## src/rtl/fetch_stage_if.sv

```systemverilog
// Bundle of the fetch-stage handshake: hazard controls and redirects in, fetch address and IF/ID contents out.
// The master side is the pipeline/hazard logic and instruction memory; the slave side is fetch_stage.
interface fetch_stage_if #(
  parameter int DATA_WIDTH = 32
);
  logic                  StallF;
  logic                  StallD;
  logic                  FlushD;
  logic                  PCSrcE;
  logic [DATA_WIDTH-1:0] PCTargetE;
  logic [DATA_WIDTH-1:0] InstrF;
  logic [DATA_WIDTH-1:0] PCF;
  logic [DATA_WIDTH-1:0] InstrD;
  logic [DATA_WIDTH-1:0] PCD;
  logic [DATA_WIDTH-1:0] PCPlus4D;
  logic                  ValidD;

  modport master (
    output StallF, StallD, FlushD, PCSrcE, PCTargetE, InstrF,
    input  PCF, InstrD, PCD, PCPlus4D, ValidD
  );

  modport slave (
    input  StallF, StallD, FlushD, PCSrcE, PCTargetE, InstrF,
    output PCF, InstrD, PCD, PCPlus4D, ValidD
  );
endinterface

```

## src/rtl/fetch_stage.sv

```systemverilog
// Instruction-fetch stage: program counter plus the IF/ID pipeline register,
// with load-use stalls, Execute-resolved redirects and decode-slot flushing.
module fetch_stage #(
  parameter int                        DATA_WIDTH = 32,
  parameter logic [DATA_WIDTH-1:0]     RESET_PC   = 32'h0000_0000,
  parameter logic [DATA_WIDTH-1:0]     NOP_INSTR  = 32'h0000_0013
) (
  input logic           clk,
  input logic           rst,
  fetch_stage_if.slave  bus
);

  localparam logic [DATA_WIDTH-1:0] ALIGN_MASK = {{(DATA_WIDTH-2){1'b1}}, 2'b00};

  logic [DATA_WIDTH-1:0] pc_q, pc_d;
  logic [DATA_WIDTH-1:0] pc_plus4_f;
  logic [DATA_WIDTH-1:0] instr_q, instr_d;
  logic [DATA_WIDTH-1:0] pcd_q, pcd_d;
  logic [DATA_WIDTH-1:0] pc_plus4d_q, pc_plus4d_d;
  logic                  valid_q, valid_d;

  // A redirect beats a stall so a resolved branch is never dropped;
  // likewise a flush beats a decode stall.
  always_comb begin
    pc_plus4_f = pc_q + DATA_WIDTH'(4);
    pc_d       = pc_plus4_f;
    if (bus.PCSrcE) begin
      pc_d = bus.PCTargetE & ALIGN_MASK;
    end else if (bus.StallF) begin
      pc_d = pc_q;
    end

    instr_d     = instr_q;
    pcd_d       = pcd_q;
    pc_plus4d_d = pc_plus4d_q;
    valid_d     = valid_q;
    if (bus.FlushD) begin
      instr_d     = NOP_INSTR;
      pcd_d       = '0;
      pc_plus4d_d = '0;
      valid_d     = 1'b0;
    end else if (!bus.StallD) begin
      instr_d     = bus.InstrF;
      pcd_d       = pc_q;
      pc_plus4d_d = pc_plus4_f;
      valid_d     = 1'b1;
    end
  end

  always_ff @(posedge clk or posedge rst) begin
    if (rst) begin
      pc_q        <= RESET_PC;
      instr_q     <= NOP_INSTR;
      pcd_q       <= '0;
      pc_plus4d_q <= '0;
      valid_q     <= 1'b0;
    end else begin
      pc_q        <= pc_d;
      instr_q     <= instr_d;
      pcd_q       <= pcd_d;
      pc_plus4d_q <= pc_plus4d_d;
      valid_q     <= valid_d;
    end
  end

  assign bus.PCF      = pc_q;
  assign bus.InstrD   = instr_q;
  assign bus.PCD      = pcd_q;
  assign bus.PCPlus4D = pc_plus4d_q;
  assign bus.ValidD   = valid_q;

endmodule

```

## src/flat_wrapper.sv

```systemverilog
// flat-port wrapper written by rule: the top's interface ports become plain ports
module fetch_stage_flat 
#(
  parameter int                        DATA_WIDTH = 32,
  parameter logic [DATA_WIDTH-1:0]     RESET_PC   = 32'h0000_0000,
  parameter logic [DATA_WIDTH-1:0]     NOP_INSTR  = 32'h0000_0013
)
  (clk, rst, bus_StallF, bus_StallD, bus_FlushD, bus_PCSrcE, bus_PCTargetE, bus_InstrF, bus_PCF, bus_InstrD, bus_PCD, bus_PCPlus4D, bus_ValidD);
  fetch_stage_if #(.DATA_WIDTH(DATA_WIDTH)) bus_i ();
  input logic clk;
  input logic rst;
  input wire logic [$bits(bus_i.StallF)-1:0] bus_StallF;
  input wire logic [$bits(bus_i.StallD)-1:0] bus_StallD;
  input wire logic [$bits(bus_i.FlushD)-1:0] bus_FlushD;
  input wire logic [$bits(bus_i.PCSrcE)-1:0] bus_PCSrcE;
  input wire logic [$bits(bus_i.PCTargetE)-1:0] bus_PCTargetE;
  input wire logic [$bits(bus_i.InstrF)-1:0] bus_InstrF;
  output wire logic [$bits(bus_i.PCF)-1:0] bus_PCF;
  output wire logic [$bits(bus_i.InstrD)-1:0] bus_InstrD;
  output wire logic [$bits(bus_i.PCD)-1:0] bus_PCD;
  output wire logic [$bits(bus_i.PCPlus4D)-1:0] bus_PCPlus4D;
  output wire logic [$bits(bus_i.ValidD)-1:0] bus_ValidD;
  assign bus_i.StallF = bus_StallF;
  assign bus_i.StallD = bus_StallD;
  assign bus_i.FlushD = bus_FlushD;
  assign bus_i.PCSrcE = bus_PCSrcE;
  assign bus_i.PCTargetE = bus_PCTargetE;
  assign bus_i.InstrF = bus_InstrF;
  assign bus_PCF = bus_i.PCF;
  assign bus_InstrD = bus_i.InstrD;
  assign bus_PCD = bus_i.PCD;
  assign bus_PCPlus4D = bus_i.PCPlus4D;
  assign bus_ValidD = bus_i.ValidD;
  fetch_stage #(.DATA_WIDTH(DATA_WIDTH), .RESET_PC(RESET_PC), .NOP_INSTR(NOP_INSTR)) u_core (.clk(clk), .rst(rst), .bus(bus_i));
endmodule
```

## config.mk

```make
export PLATFORM = sky130hd
export DESIGN_NAME = fetch_stage_flat
export DESIGN_NICKNAME = d
export VERILOG_FILES = /design/src/rtl/fetch_stage_if.sv /design/src/rtl/fetch_stage.sv /design/src/flat_wrapper.sv
export SDC_FILE = /design/constraint.sdc
export NUM_CORES = 1
export LEC_CHECK = 0
export ABC_AREA = 1
export CORE_UTILIZATION = 40
export DETAILED_ROUTE_END_ITERATION = 6
export PLACE_DENSITY = 0.72
export RECOVER_POWER = 25
export SLEW_MARGIN = 0
export SYNTH_ARGS = -nofsm -noshare
export SYNTH_HDL_FRONTEND = slang
export SYNTH_SLANG_ARGS = --single-unit
```

## constraint.sdc

```tcl
create_clock -name clk -period 4.9 [get_ports clk]
set_input_delay 0.98 -clock clk [delete_from_list [all_inputs] [get_ports clk]]
set_output_delay 0.98 -clock clk [all_outputs]
set_load 0.02 [all_outputs]
```

Word level (Yosys, flattened, before mapping):

Index checks and enable logic that the tools add are counted.

* eq/ne operators: 2
* add/subtract/negate cells: 1
* muxes and demuxes: 10

Operators by type and width (number)
* $mux 32: 8
* $add 32x3->32 const B: 1
* $ne 2x1->1 const B: 2
* $mux 1: 2

* bits in registers: 129
* bits of input ports: 70
* logic and storage cells: 18
* output and inout bits: 129

Depth between registers and ports, before layout:

Gate-level depths: netlist (run 1).

* word-level depth: 3
* gate-level depth with buffers: 10
* depth with buffers taken out: 10

Worst setup path after synthesis (run 1):

Ideal clock, no wire load.

* path kind: input port to flip-flop
* from: input port bus_FlushD
* to: register u_core.instr_q[17] (netlist: u_core.bus.InstrD[17])
* data required time: 4.834 ns
* cell stages on the path: 4
* library setup time: 0.066 ns
* setup slack: 3.105 ns
* data arrival time: 1.729 ns
* buffers on the path: 2
* cell sequence: nor2_1 > buf_2 > buf_1 > a22o_1

* cells in the longest elaborated chain, start to end: 1
* elaborated cells between the ends (all ways): 2
* classes of those cells: eq/ne: 1; mux: 1

RTL lines
* start, declared: RTL line flat_wrapper.sv:14 `input wire logic [$bits(bus_i.FlushD)-1:0] bus_FlushD;`
* $ne 2x1->1 (no line) or $mux 32 (tied branches)
* end signal, assigned: RTL line fetch_stage.sv:59 `instr_q <= instr_d;`
* end, declared: RTL line fetch_stage.sv:17 `logic [DATA_WIDTH-1:0] instr_q, instr_d;`

Parallel ways exist; a longest one is shown, timed or not.
A chain may end at the register's enable or synchronous reset.

==> metrics.csv, run 1 <==
stage;metric;value;unit
outcome;status;finished with violations;
outcome;failing checks;capacitance limit, slew limit;
floorplanning;Top Ports;199;
layout;most common cell after layout, fill and taps aside;nand2_1;
setup_path;crit path cell chain;dlygate4sd3_1 > clkinvlp_2;
setup_path;worst reg2reg setup slack;3090;ps
layout;Non-Filler Instances;1045;
routing;DRT Pass-1 Iters;6;
layout;fin nets;924;
placed_design;PortBufs;194;
floorplanning;DIE WIDTH;122;um
logic_synthesis;post-synthesis sequential area ratio;54.3;%
setup_path;Setup CP Type;in -> async;
grt;antenna violations before repair;0;
power_and_ir_drop;peak supply drop;216;uV
floorplanning;Rows;43;
clocking;Max Buffers Root-to-Sink;2;
clocking;H-tree levels;4;
setup_path;Bufs and invs on worst path;2;
sta;Final min period;3100;ps
logic_synthesis;Syn Area/Cell;8.62;um^2
sta;TNS Setup;0;ps
routing;drt wl/cell;15.7;um
setup_path;reg2reg start;u_core.bus.PCF[3]$_DFFE_PP0N_;
layout;synth-to-layout area growth;48.5;%
sta;Slew @ Worst Pin;2830;ps
clocking;clock latency on the worst-skew pair;420;ps
logic_synthesis;synth warn;0;
floorplanning;Initial Util;41.0;%
setup_path;Setup crit end kind;async pin;
placed_design;DP Worst Slack;1680;ps
logic_synthesis;cell count after synthesis;663;
layout;Post-Layout Inst Area;0.00849;mm^2
clocking;cts hold-fix bufs;0;
layout;layout cells sized above 1;7.63;%
logic_synthesis;Mapped Area;0.00572;mm^2
setup_path;Worst Reg-to-Reg Cells;10;
setup_path;crit path launch type;input pin;
sta;Final Setup Violations;0;
setup_path;Worst path depth;2;
layout;Util after Layout;60.9;%
floorplanning;core area;0.0139;mm^2
routing;initial drt markers;346;
run;max-cap viol count;1;
setup_path;critical path arrival;3170;ps
clocking;CTS sink count;124;
placed_design;area post-placement;0.00784;mm^2
setup_path;CP delay by family, top;buffers and inverters;
logic_synthesis;top cell type's share of synthesized area;53.0;%
floorplanning;die span in y;122;um
sta;unrepaired setup endpoints after global routing;false;
logic_synthesis;ranking of synthesized cells by area;dfrtp_1 53%, nand2_1 17%, o21ai_0 5.2%;
clocking;clock root cell;clkbuf_16;
grt;number of global-route vias before repair;4876;
routing;Routed Antenna Nets;0;
sta;Fin Clk Skew;6.31;ps
logic_synthesis;Post-synth EDFFs;0;
setup_path;Crit Path Max Fanout;64;
logic_synthesis;ys flop type;dfrtp_1;
setup_path;crit path launch;rst;
grt;largest net degree at the start of global routing;65;
setup_path;CP max stage cell;clkinvlp_2;
layout;most frequent cells in the layout;256 x nand2_1, 192 x clkdlybuf4s50_1, 121 x dfrtp_1, 61 x inv_1, 59 x o21ai_0;
power_and_ir_drop;P per Cell Area;364;mW/mm^2
sta;final count of hold timing violations;0;
logic_synthesis;Distinct cells, synth;28;
grt;total gr overflow;0;
floorplanning;overall die area;0.0148;mm^2
setup_path;worst setup path endpoint;u_core.bus.PCD[26]$_DFFE_PP0P_;
clocking;CTS tree;yes;
placed_design;Detail Placement HPWL;11500;um
placed_design;GP Congestion;0.796;
clocking;clock-pin transition on the worst setup and hold timing paths;50;ps
clocking;cts bufs inserted;17;
power_and_ir_drop;Pwr Total;3.09;mW
setup_path;worst endpoint required time;4970;ps
logic_synthesis;#FFs+latches synth;124;
routing;Vias/cell;4.83;
logic_synthesis;post-synthesis async set-or-reset flop share;100;%
clocking;Post-CTS Resized;0;
routing;DR vias;5051;
setup_path;crit-path max cell delay;1610;ps
placed_design;Post-Place Cells;1014;
sta;setup ws final;1800;ps
sta;fin crit share;63.3;%
setup_path;reg2reg end;u_core.bus.PCPlus4D[28]$_DFFE_PP0P_;
routing;Routed WL;16400;um
clocking;setup repair bufs after CTS;0;
routing;DRC viols;0;
power_and_ir_drop;static leakage;3.98;nW
hold_path;Hold Path Class;reg -> reg;
sta;relative slew slack;-89.6;%
logic_synthesis;Synth area leader;dfrtp_1;
grt;GRT Total Usage;23.2;%
sta;WHS;478;ps
layout;Ant. Diodes;0;
sta;fin. max-slew vios;64;
grt;first-pass GRT wire length;25800;um
sta;f_max;323;MHz
-- sequential cells by signal, indices dropped and copies added, names as in the netlist --
name / flops
u_core.bus.ValidD: 1
u_core.bus.PCD: 31
u_core.bus.InstrD: 32
u_core.bus.PCPlus4D: 30
u_core.bus.PCF: 30
-- synthesized netlist by cell type (all sizes together), types with 2 or more instances --
library cell / n
dfrtp: 121
xor2: 13
a22o: 33
o21ai: 59
and2: 2
o211ai: 4
inv: 62
o21bai: 4
nand2: 262
buf: 14
nand3: 16
o22a: 3
dfstp: 3
clkbuf: 16
xnor2: 2
nor2: 46
-- power breakdown --
part           leakage [nW]  switching, mW  internal [mW]  total, mW
Combinational          2.05          0.292          0.241      0.533
Sequential             1.62         0.0708           1.10       1.17
Clock                 0.310          0.447          0.937       1.38
-- worst min path at each step --
stage,end,cells past startpoint,slack [ps],start
final,u_core.bus.PCPlus4D[2]$_DFFE_PP0P_,2,480,u_core.bus.PCPlus4D[2]$_DFFE_PP0P_
after detailed placement,u_core.bus.PCPlus4D[26]$_DFFE_PP0P_,2,470,u_core.bus.PCPlus4D[26]$_DFFE_PP0P_
after CTS,u_core.bus.PCPlus4D[12]$_DFFE_PP0P_,2,480,u_core.bus.PCPlus4D[12]$_DFFE_PP0P_
after floorplan,u_core.bus.InstrD[0]$_DFFE_PP1P_,1,570,u_core.bus.InstrD[0]$_DFFE_PP1P_
after global placement,u_core.bus.PCPlus4D[13]$_DFFE_PP0P_,2,460,u_core.bus.PCPlus4D[13]$_DFFE_PP0P_
after global routing,u_core.bus.PCPlus4D[18]$_DFFE_PP0P_,2,500,u_core.bus.PCPlus4D[18]$_DFFE_PP0P_
-- logic make-up (layout without fill, tap and decap cells) --
| logic type | count (synthesis) | count (layout) | share of synthesized area, % |
|---|---|---|---|
| AOI/OAI and AO/OA | 103 | 103 | 11.8 |
| xor gates and xnor gates | 15 | 15 | 2.95 |
| adders and majority gates | 1 | 1 | 0.219 |
| buffers and inverters | 93 | 294 | 6.59 |
| DFF | 124 | 124 | 54.3 |
| other | 1 | 2 | 0.0656 |
| and+or+nand+nor | 326 | 326 | 24.1 |
-- metal layers --
metal  global-route usage (%)  up-vias  share of wire (%)
li1                         -     2461                  -
met1                     31.3     2417                 47
met2                     35.9      154                 46
met3                     6.84       19                6.2
met4                     6.94        0                1.2
met5                        0        -                  0
-- area by class of cell --
class                           instances  area [um^2]
Clock buffer                           20          467
Clock inverter                         11          190
Fill cell                            1211         5440
Inverter                               63          238
Multi-Input combinational cell        447         2250
Sequential cell                       124         3110
Tap cell                              180          225
Timing Repair Buffer                  200         2010
(Power assumes the default switching activity.)
==> run 2, diff against run 1 <==
- PLACE_DENSITY: 0.72 -> 0.75
- clock period: 4.9 -> 2.62 ns (I/O delays scaled with it)
==> run 2 against run 1 <==
Against the previous run: the run now ends clean; critical path depth shrank 1; core utilization grew 0.20 points; non-clock buffer count up 5; sequential cell count is the same; wire length down 0.45%; die area unchanged; clock-buffer cell count rose by 3; critical path type is now reg -> out; largest cell class unchanged.
==> metrics.csv, run 2 (same netlist as run 1, synthesis figures left out) <==
stage;metric;value;unit
layout;layout cells sized above 1;8.15;%
routing;Routed WL;16300;um
placed_design;GP Congestion;0.806;
grt;first-pass GRT wire length;26200;um
routing;DR vias;5071;
setup_path;Setup crit end kind;output port;
setup_path;CP delay by family, top;buffers and inverters;
setup_path;Crit Path Max Fanout;5;
sta;TNS Setup;0;ps
sta;fin crit share;80.3;%
run;max-cap viol count;0;
layout;Ant. Diodes;0;
floorplanning;Initial Util;41.0;%
layout;max FFs per register;32;
clocking;Max Buffers Root-to-Sink;2;
power_and_ir_drop;P per Cell Area;665;mW/mm^2
clocking;cts bufs inserted;17;
clocking;H-tree levels;4;
sta;Final Setup Violations;0;
layout;fin nets;929;
placed_design;area post-placement;0.00789;mm^2
placed_design;Detail Placement HPWL;11500;um
floorplanning;die span in y;122;um
grt;total gr overflow;0;
sta;WHS;478;ps
placed_design;PortBufs;194;
sta;fin. max-slew vios;0;
sta;setup ws final;516;ps
setup_path;Bufs and invs on worst path;1;
routing;initial drt markers;326;
sta;f_max;475;MHz
routing;DRC viols;0;
sta;Final min period;2100;ps
clocking;CTS sink count;124;
grt;largest net degree at the start of global routing;125;
clocking;clock root cell;clkbuf_16;
sta;Slew @ Worst Pin;690;ps
clocking;cts hold-fix bufs;0;
clocking;Post-CTS Resized;0;
setup_path;crit-path max cell delay;660;ps
setup_path;CP max stage cell;clkdlybuf4s50_1;
clocking;clock-pin transition on the worst setup and hold timing paths;60;ps
setup_path;crit path cell chain;clkdlybuf4s50_1;
setup_path;critical path arrival;1580;ps
floorplanning;core area;0.0139;mm^2
grt;GRT Total Usage;23.5;%
layout;most frequent cells in the layout;256 x nand2_1, 192 x clkdlybuf4s50_1, 121 x dfrtp_1, 61 x inv_1, 59 x o21ai_0;
routing;drt wl/cell;15.5;um
floorplanning;Top Ports;199;
outcome;status;finished clean;
grt;number of global-route vias before repair;5052;
floorplanning;overall die area;0.0148;mm^2
floorplanning;DIE WIDTH;122;um
placed_design;DP Worst Slack;460;ps
sta;final count of hold timing violations;0;
clocking;setup repair bufs after CTS;0;
layout;Util after Layout;61.1;%
layout;Post-Layout Inst Area;0.00852;mm^2
power_and_ir_drop;Pwr Total;5.67;mW
floorplanning;Rows;43;
routing;Vias/cell;4.82;
sta;Fin Clk Skew;9.38;ps
setup_path;worst endpoint required time;2100;ps
power_and_ir_drop;peak supply drop;447;uV
setup_path;Setup CP Type;reg -> out;
hold_path;Hold Path Class;reg -> reg;
clocking;CTS tree;yes;
clocking;clock latency on the worst-skew pair;420;ps
placed_design;Post-Place Cells;1019;
grt;antenna violations before repair;0;
sta;relative slew slack;54.0;%
routing;DRT Pass-1 Iters;5;
layout;most common cell after layout, fill and taps aside;nand2_1;
sta;unrepaired setup endpoints after global routing;false;
setup_path;crit path launch type;flip-flop;
layout;synth-to-layout area growth;49.0;%
power_and_ir_drop;static leakage;3.99;nW
routing;Routed Antenna Nets;0;
layout;Non-Filler Instances;1051;
## run 2: changes by cell type in the layout (fill, tap and decap cells not counted), sizes merged
cell    delta
buf        +5
clkbuf     +3
bufinv     -2
## run 2: final cells by class
class	instances	area, um^2
Fill cell	1209	5420
Clock inverter	9	134
Inverter	63	240
Clock buffer	23	498
Timing Repair Buffer	205	2060
Multi-Input combinational cell	447	2250
Tap cell	180	225
Sequential cell	124	3110
## run 2: worst paths after layout
kind / startpoint / slack, ps / cells after the start / endpoint
worst max-delay path: u_core.bus.PCF[16]$_DFFE_PP0N_ / 520 / 1 / bus_PCF[16]
worst min-delay path: u_core.bus.PCPlus4D[2]$_DFFE_PP0P_ / 480 / 2 / u_core.bus.PCPlus4D[2]$_DFFE_PP0P_
worst min register to register: u_core.bus.PCPlus4D[2]$_DFFE_PP0P_ / 480 / 2 / u_core.bus.PCPlus4D[2]$_DFFE_PP0P_
min in group asynchronous: rst / 760 / 3 / u_core.bus.PCPlus4D[17]$_DFFE_PP0P_
max in group asynchronous: rst / 1320 / 3 / u_core.bus.PCD[15]$_DFFE_PP0P_
worst max register to register: u_core.bus.PCF[3]$_DFFE_PP0N_ / 840 / 8 / u_core.bus.PCPlus4D[20]$_DFFE_PP0P_
## run 2: where the power goes
group	internal (mW)	total (mW)	switching [mW]
combinational	0.457	1.00	0.546
clock	1.62	2.47	0.851
sequential	2.06	2.19	0.134
total	4.14	5.67	1.53
## run 2: routing by layer
layer,share of wire (%),wire length (um),up-vias,GRT usage [%]
li1,-,-,2480,-
met1,45,7360,2384,31.4
met2,46,7490,182,36.1
met3,7.1,1160,25,6.41
met4,1.8,290,0,9.18
met5,0,0,-,0
==> run 3, diff against run 2 <==
- PLACE_DENSITY: 0.75 -> 0.72
- clock period: 2.62 -> 2.1 ns (I/O delays scaled with it)
==> run 3 against run 2 <==
Against the previous run: via count is 0.32% higher; first-iteration DRC count shrank 7.7%; global-route usage rose by 0.19 points; total power rose by 27%; sequential share of layout area fell by 0.091 points; sequential cell count unchanged; critical path depth unchanged; sequential power rose by 25%; register-to-register slack worse by 550 ps; largest cell class unchanged; core utilization up 0.15 points; largest power group unchanged.
==> metrics.csv, run 3 (same netlist as run 1, synthesis figures left out) <==
stage;metric;value;unit
outcome;status;finished clean;
clocking;CTS sink count;124;
setup_path;Setup CP Type;reg -> out;
routing;Vias/cell;4.83;
routing;DRC viols;0;
hold_path;Hold Path Class;in -> async;
power_and_ir_drop;clock group share of total power;44.5;%
sta;Fin Clk Skew;6.98;ps
sta;TNS Setup;0;ps
floorplanning;Initial Util;41.0;%
clocking;cts hold-fix bufs;0;
routing;Routed WL;16500;um
floorplanning;overall die area;0.0148;mm^2
layout;fin nets;934;
setup_path;reg2reg end;u_core.bus.PCPlus4D[28]$_DFFE_PP0P_;
clocking;setup repair bufs after CTS;0;
sta;f_max;503;MHz
setup_path;crit path cell chain;clkdlybuf4s50_1;
grt;total gr overflow;0;
setup_path;Worst Reg-to-Reg Cells;10;
clocking;clock root cell;clkbuf_16;
setup_path;Bufs and invs on worst path;1;
setup_path;crit path launch type;flip-flop;
placed_design;PortBufs;194;
sta;final count of hold timing violations;0;
sta;Final min period;1990;ps
setup_path;reg2reg start;u_core.bus.PCF[3]$_DFFE_PP0N_;
clocking;clock latency on the worst-skew pair;420;ps
power_and_ir_drop;static leakage;4.03;nW
power_and_ir_drop;switching pwr;1.88;mW
sta;fin. max-slew vios;0;
routing;DRT Pass-1 Iters;5;
grt;first-pass GRT wire length;26400;um
layout;Ant. Diodes;0;
layout;most common cell after layout, fill and taps aside;nand2_1;
setup_path;Setup crit end kind;output port;
floorplanning;core area;0.0139;mm^2
sta;fin crit share;94.6;%
clocking;cts bufs inserted;17;
grt;number of global-route vias before repair;5024;
run;max-cap viol count;0;
floorplanning;die span in y;122;um
floorplanning;Top Ports;199;
clocking;Post-CTS Resized;0;
placed_design;GP Congestion;0.837;
layout;most frequent cells in the layout;256 x nand2_1, 193 x clkdlybuf4s50_1, 121 x dfrtp_1, 61 x inv_1, 59 x o21ai_0;
setup_path;Crit Path Max Fanout;5;
power_and_ir_drop;Sw Share;26.1;%
routing;DR vias;5087;
placed_design;Detail Placement HPWL;11700;um
placed_design;Post-Place Cells;1024;
clocking;CTS tree;yes;
sta;Final Setup Violations;0;
routing;initial drt markers;301;
power_and_ir_drop;Sequential Power Share;38.0;%
grt;GRT Total Usage;23.7;%
power_and_ir_drop;Pwr Total;7.20;mW
grt;antenna violations before repair;0;
sta;Slew @ Worst Pin;1230;ps
setup_path;CP max stage cell;clkdlybuf4s50_1;
setup_path;crit-path max cell delay;660;ps
floorplanning;DIE WIDTH;122;um
clocking;H-tree levels;4;
layout;layout cells sized above 1;8.36;%
setup_path;worst reg2reg setup slack;290;ps
sta;unrepaired setup endpoints after global routing;false;
power_and_ir_drop;P per Cell Area;843;mW/mm^2
power_and_ir_drop;Comb power frac;17.5;%
layout;synth-to-layout area growth;49.4;%
clocking;clock-pin transition on the worst setup and hold timing paths;50;ps
floorplanning;Rows;43;
routing;drt wl/cell;15.6;um
sta;relative slew slack;17.7;%
layout;max FFs per register;32;
setup_path;critical path arrival;1570;ps
setup_path;CP delay by family, top;buffers and inverters;
grt;largest net degree at the start of global routing;79;
power_and_ir_drop;peak supply drop;597;uV
routing;Routed Antenna Nets;0;
power_and_ir_drop;Pint;5.31;mW
layout;Non-Filler Instances;1053;
setup_path;worst endpoint required time;1680;ps
clocking;Max Buffers Root-to-Sink;2;
-- run 3: cell count changes in the layout (fill, tap and decap cells not counted), sizes merged --
cell           previous run  this run
buf                      11        15
clkinv                    3         4
bufinv                    3         5
clkdlybuf4s50           192       193
clkbuf                   23        22
dlygate4sd3               2         1
clkinvlp                  5         1
-- run 3: cell type report --
class	instances	area, um^2
Multi-Input combinational cell	447	2250
Inverter	63	238
Clock inverter	8	165
Clock buffer	21	470
Sequential cell	124	3110
Timing Repair Buffer	210	2080
Tap cell	180	225
Fill cell	1232	5390
-- run 3: power by group through the flow --
stage / clock network (mW) / logic (mW) / registers [mW]
6_report: 3.20 / 1.26 / 2.73
5_1_grt: 3.37 / 1.36 / 2.76
4_1_cts: 3.24 / 1.28 / 2.74
3_5_place_dp: 0 / 1.27 / 2.77
3_3_place_gp: 0 / 1.26 / 2.77
2_1_floorplan: 0 / 0.405 / 2.96
-- run 3: per-stage QoR --
step                hold WS, ps  worst slack, ps  cell area [um^2]  util, %
floorplan                   486              157              5730        -
global placement            463              303              7940     57.0
detailed placement          466              266              7940     57.0
CTS                         257             94.4              8570     61.5
global route                365             52.8              8540     61.3
finish                      366              113              8540     61.3
-- run 3: routing by layer --
layer  vias up  share of wire [%]  routed length, um  track usage [%]
met5         -                  0                  0                0
met1      2422                 46               7530             31.8
met4         0                1.6                270             8.80
met3        22                6.1               1010             6.04
li1       2482                  -                  -                -
met2       161                 46               7660             36.9
-- run 3: worst max-delay path by stage --
stage | slack, ps | from | end | cells after the start
6_report | 110 | u_core.bus.PCF[17]$_DFFE_PP0N_ | bus_PCF[17] | 1
5_1_grt | 50 | u_core.bus.PCF[4]$_DFFE_PP0N_ | bus_PCF[4] | 1
4_1_cts | 90 | u_core.bus.PCF[15]$_DFFE_PP0N_ | bus_PCF[15] | 1
3_5_place_dp | 270 | bus_FlushD | u_core.bus.PCPlus4D[6]$_DFFE_PP0P_ | 5
3_3_place_gp | 300 | bus_PCSrcE | u_core.bus.PCF[6]$_DFFE_PP0N_ | 7
2_1_floorplan | 160 | rst | u_core.bus.InstrD[10]$_DFFE_PP0P_ | 1
